File: config.mk
export PLATFORM = sky130hd
export DESIGN_NAME = i281_fetch_unit
export DESIGN_NICKNAME = d
export VERILOG_FILES = /design/src/rtl/i281_pkg.sv /design/src/rtl/i281_code_mux.sv /design/src/rtl/i281_fetch_unit.sv
export SDC_FILE = /design/constraint.sdc
export NUM_CORES = 1
export LEC_CHECK = 0
export CORE_AREA = 2 2 221 223
export DETAILED_ROUTE_END_ITERATION = 8
export DIE_AREA = 0 0 223 225
export SLEW_MARGIN = 20
export SYNTH_ARGS = -nofsm -noshare
export SYNTH_HDL_FRONTEND = slang
export SYNTH_HIERARCHICAL = 1
export SYNTH_SLANG_ARGS = --single-unit
File: constraint.sdc
create_clock -name clock -period 3.2 [get_ports clock]
set_input_delay 0.32 -clock clock [delete_from_list [all_inputs] [get_ports clock]]
set_output_delay 0.32 -clock clock [all_outputs]
set_load 0.02 [all_outputs]
File: src/rtl/i281_pkg.sv
// Shared i281 definitions: datapath widths and the fetch-stage state encoding.
package i281_pkg;

  localparam int unsigned I281_PC_W       = 5;
  localparam int unsigned I281_WORD_W     = 16;
  localparam int unsigned I281_BANK_WORDS = 16;

  typedef enum logic [1:0] {
    StIdle,
    StRun,
    StStepPend
  } fetch_state_e;

endpackage

File: src/rtl/i281_code_mux.sv
// Combinational 32:1 word select across the two flattened user-code banks.
module i281_code_mux
  import i281_pkg::*;
(
  input  logic [I281_BANK_WORDS*I281_WORD_W-1:0] code_low_i,
  input  logic [I281_BANK_WORDS*I281_WORD_W-1:0] code_high_i,
  input  logic [I281_PC_W-1:0]                   addr_i,
  output logic [I281_WORD_W-1:0]                 word_o
);

  logic [I281_BANK_WORDS*I281_WORD_W-1:0] bank;

  // addr[4] picks the bank, addr[3:0] the word within it
  always_comb begin
    bank   = addr_i[4] ? code_high_i : code_low_i;
    word_o = '0;
    for (int k = 0; k < int'(I281_BANK_WORDS); k++) begin
      if (addr_i[3:0] == k[3:0]) begin
        word_o = bank[k*I281_WORD_W +: I281_WORD_W];
      end
    end
  end

endmodule

File: src/rtl/i281_fetch_unit.sv
// i281 instruction fetch: PC, run/step control FSM, instruction register with
// valid/ready handoff to decode, redirect from execute, accepted-instruction count.
module i281_fetch_unit
  import i281_pkg::*;
#(
  parameter logic [I281_PC_W-1:0] RESET_PC = 5'd0
) (
  input  logic                                   clock,
  input  logic                                   reset_n,
  input  logic                                   run,
  input  logic                                   step,
  input  logic [I281_BANK_WORDS*I281_WORD_W-1:0] code_low,
  input  logic [I281_BANK_WORDS*I281_WORD_W-1:0] code_high,
  input  logic                                   redirect,
  input  logic [I281_PC_W-1:0]                   redirect_base,
  input  logic [7:0]                             redirect_offset,
  input  logic                                   ir_ready,
  output logic                                   ir_valid,
  output logic [I281_WORD_W-1:0]                 ir,
  output logic [I281_PC_W-1:0]                   ir_pc,
  output logic [I281_PC_W-1:0]                   pc,
  output logic [15:0]                            fetch_count
);

  fetch_state_e           state_q, state_d;
  logic                   step_q;
  logic [I281_PC_W-1:0]   pc_q, pc_d;
  logic [I281_WORD_W-1:0] ir_q, ir_d;
  logic [I281_PC_W-1:0]   ir_pc_q, ir_pc_d;
  logic                   ir_valid_q, ir_valid_d;
  logic [15:0]            count_q, count_d;

  logic                   slot_free, fetch_en, do_fetch, accept, step_edge;
  logic [I281_PC_W-1:0]   redirect_target;
  logic [I281_WORD_W-1:0] fetch_word;
  logic                   unused_offset_hi;

  i281_code_mux u_code_mux (
    .code_low_i  (code_low),
    .code_high_i (code_high),
    .addr_i      (pc_q),
    .word_o      (fetch_word)
  );

  // Only the low 5 offset bits matter under mod-32 arithmetic
  assign unused_offset_hi = ^redirect_offset[7:5];

  // Handshake and control qualifiers
  always_comb begin
    slot_free       = ~ir_valid_q | ir_ready;
    accept          = ir_valid_q & ir_ready;
    fetch_en        = (state_q == StRun) || (state_q == StStepPend);
    do_fetch        = slot_free & fetch_en & ~redirect;
    step_edge       = step & ~step_q;
    redirect_target = redirect_base + 5'd1 + redirect_offset[4:0];
  end

  // Next-state for PC, IR, counter and control FSM
  always_comb begin
    pc_d       = pc_q;
    ir_d       = ir_q;
    ir_pc_d    = ir_pc_q;
    ir_valid_d = ir_valid_q;
    count_d    = count_q;
    state_d    = state_q;

    if (redirect) begin
      ir_valid_d = 1'b0;
      pc_d       = redirect_target;
    end else if (do_fetch) begin
      ir_d       = fetch_word;
      ir_pc_d    = pc_q;
      ir_valid_d = 1'b1;
      pc_d       = pc_q + 5'd1;
    end else if (accept) begin
      ir_valid_d = 1'b0;
    end

    // Counts accepts even in a redirect cycle; saturates
    if (accept && (count_q != 16'hFFFF)) begin
      count_d = count_q + 16'd1;
    end

    unique case (state_q)
      StIdle: begin
        if (run) begin
          state_d = StRun;
        end else if (step_edge) begin
          state_d = StStepPend;
        end
      end
      StRun: begin
        if (!run) begin
          state_d = StIdle;
        end
      end
      StStepPend: begin
        // A redirect suppresses do_fetch, so the step survives to the new PC
        if (run) begin
          state_d = StRun;
        end else if (do_fetch) begin
          state_d = StIdle;
        end
      end
      default: state_d = StIdle;
    endcase
  end

  // State registers; reset drops any in-flight instruction at once
  always_ff @(posedge clock or negedge reset_n) begin
    if (!reset_n) begin
      state_q    <= StIdle;
      step_q     <= 1'b0;
      pc_q       <= RESET_PC;
      ir_q       <= '0;
      ir_pc_q    <= '0;
      ir_valid_q <= 1'b0;
      count_q    <= '0;
    end else begin
      state_q    <= state_d;
      step_q     <= step;
      pc_q       <= pc_d;
      ir_q       <= ir_d;
      ir_pc_q    <= ir_pc_d;
      ir_valid_q <= ir_valid_d;
      count_q    <= count_d;
    end
  end

  assign pc          = pc_q;
  assign ir          = ir_q;
  assign ir_pc       = ir_pc_q;
  assign ir_valid    = ir_valid_q;
  assign fetch_count = count_q;

endmodule
; ---- After elaboration in Yosys (flattened, before gate mapping)
; Index checks and enable logic that the tools add are counted.
[classes]
add_sub_neg = 4
n_eq_ne = 21
muxes = 28
bitwise = 8
reduce_logical = 8
[ops]
columns = cell, count
row1 = $mux W16, 16
row2 = $mux W256, 1
row3 = $eq A4 B4 Y1 const B, 8
row4 = $add A16 B1 Y16 const B, 1
row5 = $eq A4 B3 Y1 const B, 4
row6 = $ne A16 B16 Y1 const B, 1
row7 = $add A5 B1 Y5 const B, 2
row8 = $mux W2, 5
row9 = $mux W5, 2
row10 = $eq A4 B2 Y1 const B, 2
row11 = $ne A3 B3 Y1 const B, 2
row12 = $pmux W2 S3, 1
row13 = $add A5 B5 Y5, 1
row14 = $and A1 B1 Y1, 4
row15 = $eq A4 B1 Y1 const B, 1
row16 = $logic_not A4 Y1, 1
row17 = $mux W1, 3
row18 = $not A1 Y1, 3
row19 = $reduce_and A3 Y1, 1
row20 = $reduce_bool A3 Y1, 1
row21 = $eq A2 B1 Y1 const B, 1
row22 = $eq A2 B2 Y1 const B, 1
row23 = $logic_not A2 Y1, 1
row24 = $ne A2 B2 Y1 const B, 1
row25 = 5 further kinds, 5
[totals]
regBits = 46
output_inout_bits = 43
wordCells = 76

; ---- Depth between registers and ports, before layout
; Gate-level depths: netlist of the first run.
[depth]
word_depth = 17
depth_mapped = 11

; ---- Cells and area by module
; The synthesis of the first run kept the hierarchy.
[by_module_without_submodules]
columns = module, n_inst, cells_each, area_each_um2
row1 = i281_code_mux, 1, 681, 5107.4
row2 = i281_fetch_unit, 1, 203, 2314.7

; ---- Worst setup path before layout of the first run
; OpenSTA, ideal clock, no wires.
[synth_path]
path_kind = flip-flop to flip-flop
start = register pc_q[0] (netlist: pc[0])
end = register ir_q[12] (netlist: ir[12])
setup_time_ns = 0.125
t_arrival_ns = 2.171
slack_ns = 0.904
stages_incl_launch_ff = 9
path_buffers = 3
period_less_slack_ns = 2.296
cell_sequence = dfrtp_1 buf_4 buf_2 buf_1 o21ai_0 a221oi_2 nor3_2 o31a_1 mux2_2
[synth_via]
elab_chain_len = 17
[synth_lines]
columns = item, line
row1 = start: declaration, i281_fetch_unit.sv:27  ; logic [I281_PC_W-1:0] pc_q, pc_d;
row2 = start signal: assignment, i281_fetch_unit.sv:122  ; pc_q <= pc_d;
row3 = $logic_not A4 Y1, i281_code_mux.sv:18  ; if (addr_i[3:0] == k[3:0]) begin
row4 = $mux W16 (15 in a row), i281_code_mux.sv:18
row5 = $mux W16 (*), i281_code_mux.sv:18
row6 = net fetch_word[12], i281_fetch_unit.sv:35  ; logic [I281_WORD_W-1:0] fetch_word;
row7 = end signal: assignment, i281_fetch_unit.sv:123  ; ir_q <= ir_d;
row8 = end: declaration, i281_fetch_unit.sv:28  ; logic [I281_WORD_W-1:0] ir_q, ir_d;
; Mark *: on every way through the listed nets, which the timed path passes. The rest lies on a longest branch.
; A chain may end at the register's enable or synchronous reset.

; ---- Final worst setup path of the first run
[layout_path]
start = register pc_q[4] (netlist: pc[4])
end = register ir_q[4] (netlist: ir[4])
[layout_via]
elab_chain_len = 17
[layout_lines]
columns = item, line
row1 = $mux W256 (*), i281_code_mux.sv:15  ; bank = addr_i[4] ? code_high_i : code_low_i;
row2 = $mux W16 (15 in a row), i281_code_mux.sv:18
row3 = $mux W16 (*), i281_code_mux.sv:18
row4 = net fetch_word[4], i281_fetch_unit.sv:35
; Marked as above.

==> results.yml, run 1 <==
clock_tree:
  tritoncts: "done"
  clk_latency_ns: 0.31
  cts.clk_slew.worst_paths_ns: 0.09
  cts_root_buffer: "clkbuf_16"
  clk_path_buf_depth: 2
  cts_resized: 1
  htree_levels: 2
  cts_sinks: 46
  post_cts_buffers: 0
  cts_buffers: 5
  cts_hold_buf: 0
final_layout:
  fin_cells: 2070
  nNetsFinal: 1990
  areaGrowthSynthToFinish_pct: 90.6
  fillers: 5110
  drive_gt1_share_pct: 10.4
  final_area_um2: 14100
  utilization_pct: 29.8
global_route:
  met2_usage_pct: 36.6
  grt_pass1_wl_um: 69300
  track_usage_pct: 19.1
  grt_max_degree: 35
  grt_antenna_before_repair: 7
  use_met3_pct: 3.21
  first_global_vias: 10000
  overflow: 0
  met1_usage_pct: 22.1
  grt_busiest_layer: "met2"
timing:
  final.min_clock_period_ns: 2.94
  finalCritPeriodShare_pct: 91.9
  setup_slack_ns: 0.259
  setup_viol: 0
  fin_skew_ns: 0.0142
  max_slew_margin_pct: 45.9
  clock.fmax_ghz: 0.340
  hold_slack_ns: 0.0573
  finalSetupTns_ns: 0
  slew_viol_final: 0
  tightest_slew_ns: 0.808
  hold_violations: 0
  grt_setup_unrepaired: "false"
logic_synthesis:
  syn_area_per_cell_um2: 8.40
  yosysSeqAreaShare_pct: 15.5
  synth.most_common_cell: "mux2i_1"
  netlist_area_um2: 7420
  ys_ff_latch: 46
  synth.top_cell.area_share_pct: 27.2
  yosysWarnings: 6
  postSynthCellCount: 884
  synth-async-reset-ratio_pct: 100
  syn_nets: 1425
  synthDistinctLibCells: 70
  synthTopCellsByArea: "mux2i_1, dfrtp_1, mux2_2"
  synth_edf_count: 0
  synthTopCellsByCount: "mux2i_1, nor2_1, o21ai_0"
  synth_area_leader_cell: "mux2i_1"
  ys.flop_type: "dfrtp_1"
pwr:
  total_power_mw: 7.34
  ir_worst_vdd_mv: 0.229
  switchingPower_mw: 3.63
  sw_frac_of_total_pct: 49.4
  p_leak_nw: 5.46
  power_density_nw_per_um2: 519
  p_int_mw: 3.72
  seqPwrFrac_pct: 14.0
  p_clk_share_pct: 8.1
  pwr-share-comb_pct: 77.8
floorplanning:
  core_area_um2: 47500
  ios: 574
  fp.dieH_um: 225
  placementRows: 80
  dieArea_um2: 50200
  floorplan.initialDensity_pct: 15.6
  die_x_um: 223
route:
  detail_route.wirelength_um: 50300
  drc: 0
  vias: 9611
  dr.first_iter.drc_count: 576
  drtPass1Iterations: 7
  final_antenna_net_count: 0
  vias_per_cell: 4.64
  wl_per_cell_um: 24.3
flow_run:
  drv_cap: 0
placed_design:
  dp_hpwl_um: 43800
  dpl.cell_count: 2057
  numPortBuffers: 570
  dpl_worst_slack_ns: -0.0616
  gp_congestion: 0.872
  post_dp_cell_area_um2: 14000
setup_path:
  critPathKind: "reg -> reg"
  cp.arrival_ns: 3.13
  rrSetupSlack_ns: 0.26
  rr_worst_depth: 9
  crit_fanout: 15
  start_kind: "register"
  end_kind: "register"
  crit_required_ns: 3.39
run_status:
  status: "finished clean"
min_path:
  holdCritPathClass: "in -> async"
kinds of logic (layout without fill, tap and decap cells):
group	count (synthesis)	in the layout	share of synthesized area, %
AND/OR/NAND/NOR	232	232	16.0
XOR/XNOR	14	14	1.65
other	0	5	0
flip-flops	46	46	15.5
AO/OA/AOI/OAI	231	231	19.7
multiplexers	270	270	38.8
buffers and inverters	81	647	6.46
adder cells (fa/ha/maj)	10	10	1.79
registers in the layout (all words and copies together), names as in the netlist:
name	flops
step_q	1
ir	16
state_q	2
pc	5
ir_pc	5
ir_valid	1
fetch_count	16
power by group through the flow:
stage | logic [mW] | clock network (mW) | registers (mW)
floorplan | 2.86 | 0 | 1.18
global placement | 5.73 | 0 | 1.04
detailed placement | 5.76 | 0 | 1.05
CTS | 5.78 | 0.643 | 1.04
global route | 6.11 | 0.653 | 1.07
finish | 5.71 | 0.598 | 1.03
final cells by class:
type	instances	area, um2	share of cell area, %
clock buffer	5	125	0.884
antenna	5	12.5	0.0884
multi-input combinational	757	5800	41.0
timing repair buffer	628	6210	43.9
tap	615	769	5.44
sequential	46	1160	8.20
clock inverter	3	23.8	0.168
inverter	11	41.3	0.292
worst max-delay path, cell delays in order (launching register included):
cell and delay (ns):
dfrtp_4 0.60, buf_4 0.32, mux2i_2 0.36, o21ai_0 0.19, nor4_1 0.42, nand2_1 0.19, a31oi_2 0.27, buf_4 0.15
a221oi_1 0.04, mux2_2 0.26
final timing paths:
path | from | end
setup / recovery | pc[4]$_DFFE_PN0P_ | ir[4]$_DFFE_PN0P_
hold / removal | reset_n | fetch_count[7]$_DFFE_PN0P_
setup reg to reg | pc[4]$_DFFE_PN0P_ | ir[4]$_DFFE_PN0P_
hold reg to reg | ir[14]$_DFFE_PN0P_ | ir[14]$_DFFE_PN0P_
max in group asynchronous | reset_n | pc[4]$_DFFE_PN0P_
min in group clock | step | step_q$_DFF_PN0_
cell usage in the layout (no fill, tap or decap), drive strengths merged, types with 3 or more instances in the layout:
| cell | count |
|---|---|
| a211o | 6 |
| a211oi | 8 |
| a21oi | 40 |
| a221oi | 11 |
| a22o | 3 |
| a22oi | 3 |
| a31oi | 10 |
| and2 | 3 |
| buf | 59 |
| clkbuf | 5 |
| clkdlybuf4s50 | 569 |
| dfrtp | 46 |
| diode | 5 |
| ha | 9 |
| inv | 12 |
| mux2 | 60 |
| mux2i | 202 |
| mux4 | 8 |
| nand2 | 53 |
| nand2b | 8 |
| nand3 | 10 |
| nand4 | 21 |
| nor2 | 75 |
| nor2b | 19 |
| nor3 | 15 |
| nor4 | 9 |
| o2111ai | 7 |
| o21a | 3 |
| o21ai | 74 |
| o221ai | 13 |
| o22a | 8 |
| o22ai | 35 |
| or2 | 3 |
| or4b | 3 |
| xor2 | 12 |
layer usage:
layer / part of all wire, % / vias to the layer above
li1: - / 4512
met1: 40 / 4591
met2: 52 / 475
met3: 6.2 / 33
met4: 1.4 / 0
met5: 0 / -
Note: power is estimated with default switching activity, not from simulation.
==> run 2, diff against run 1 <==
--- a/config.mk
+++ b/config.mk
@@ -6,6 +6,7 @@
 export NUM_CORES = 1
 export LEC_CHECK = 0
 export CORE_AREA = 2 2 221 223
+export CTS_CLUSTER_DIAMETER = 60
 export DETAILED_ROUTE_END_ITERATION = 8
 export DIE_AREA = 0 0 223 225
 export SLEW_MARGIN = 20
==> results of run 2 <==
The final DEF is identical to that of run 1; final timing and power are the same.
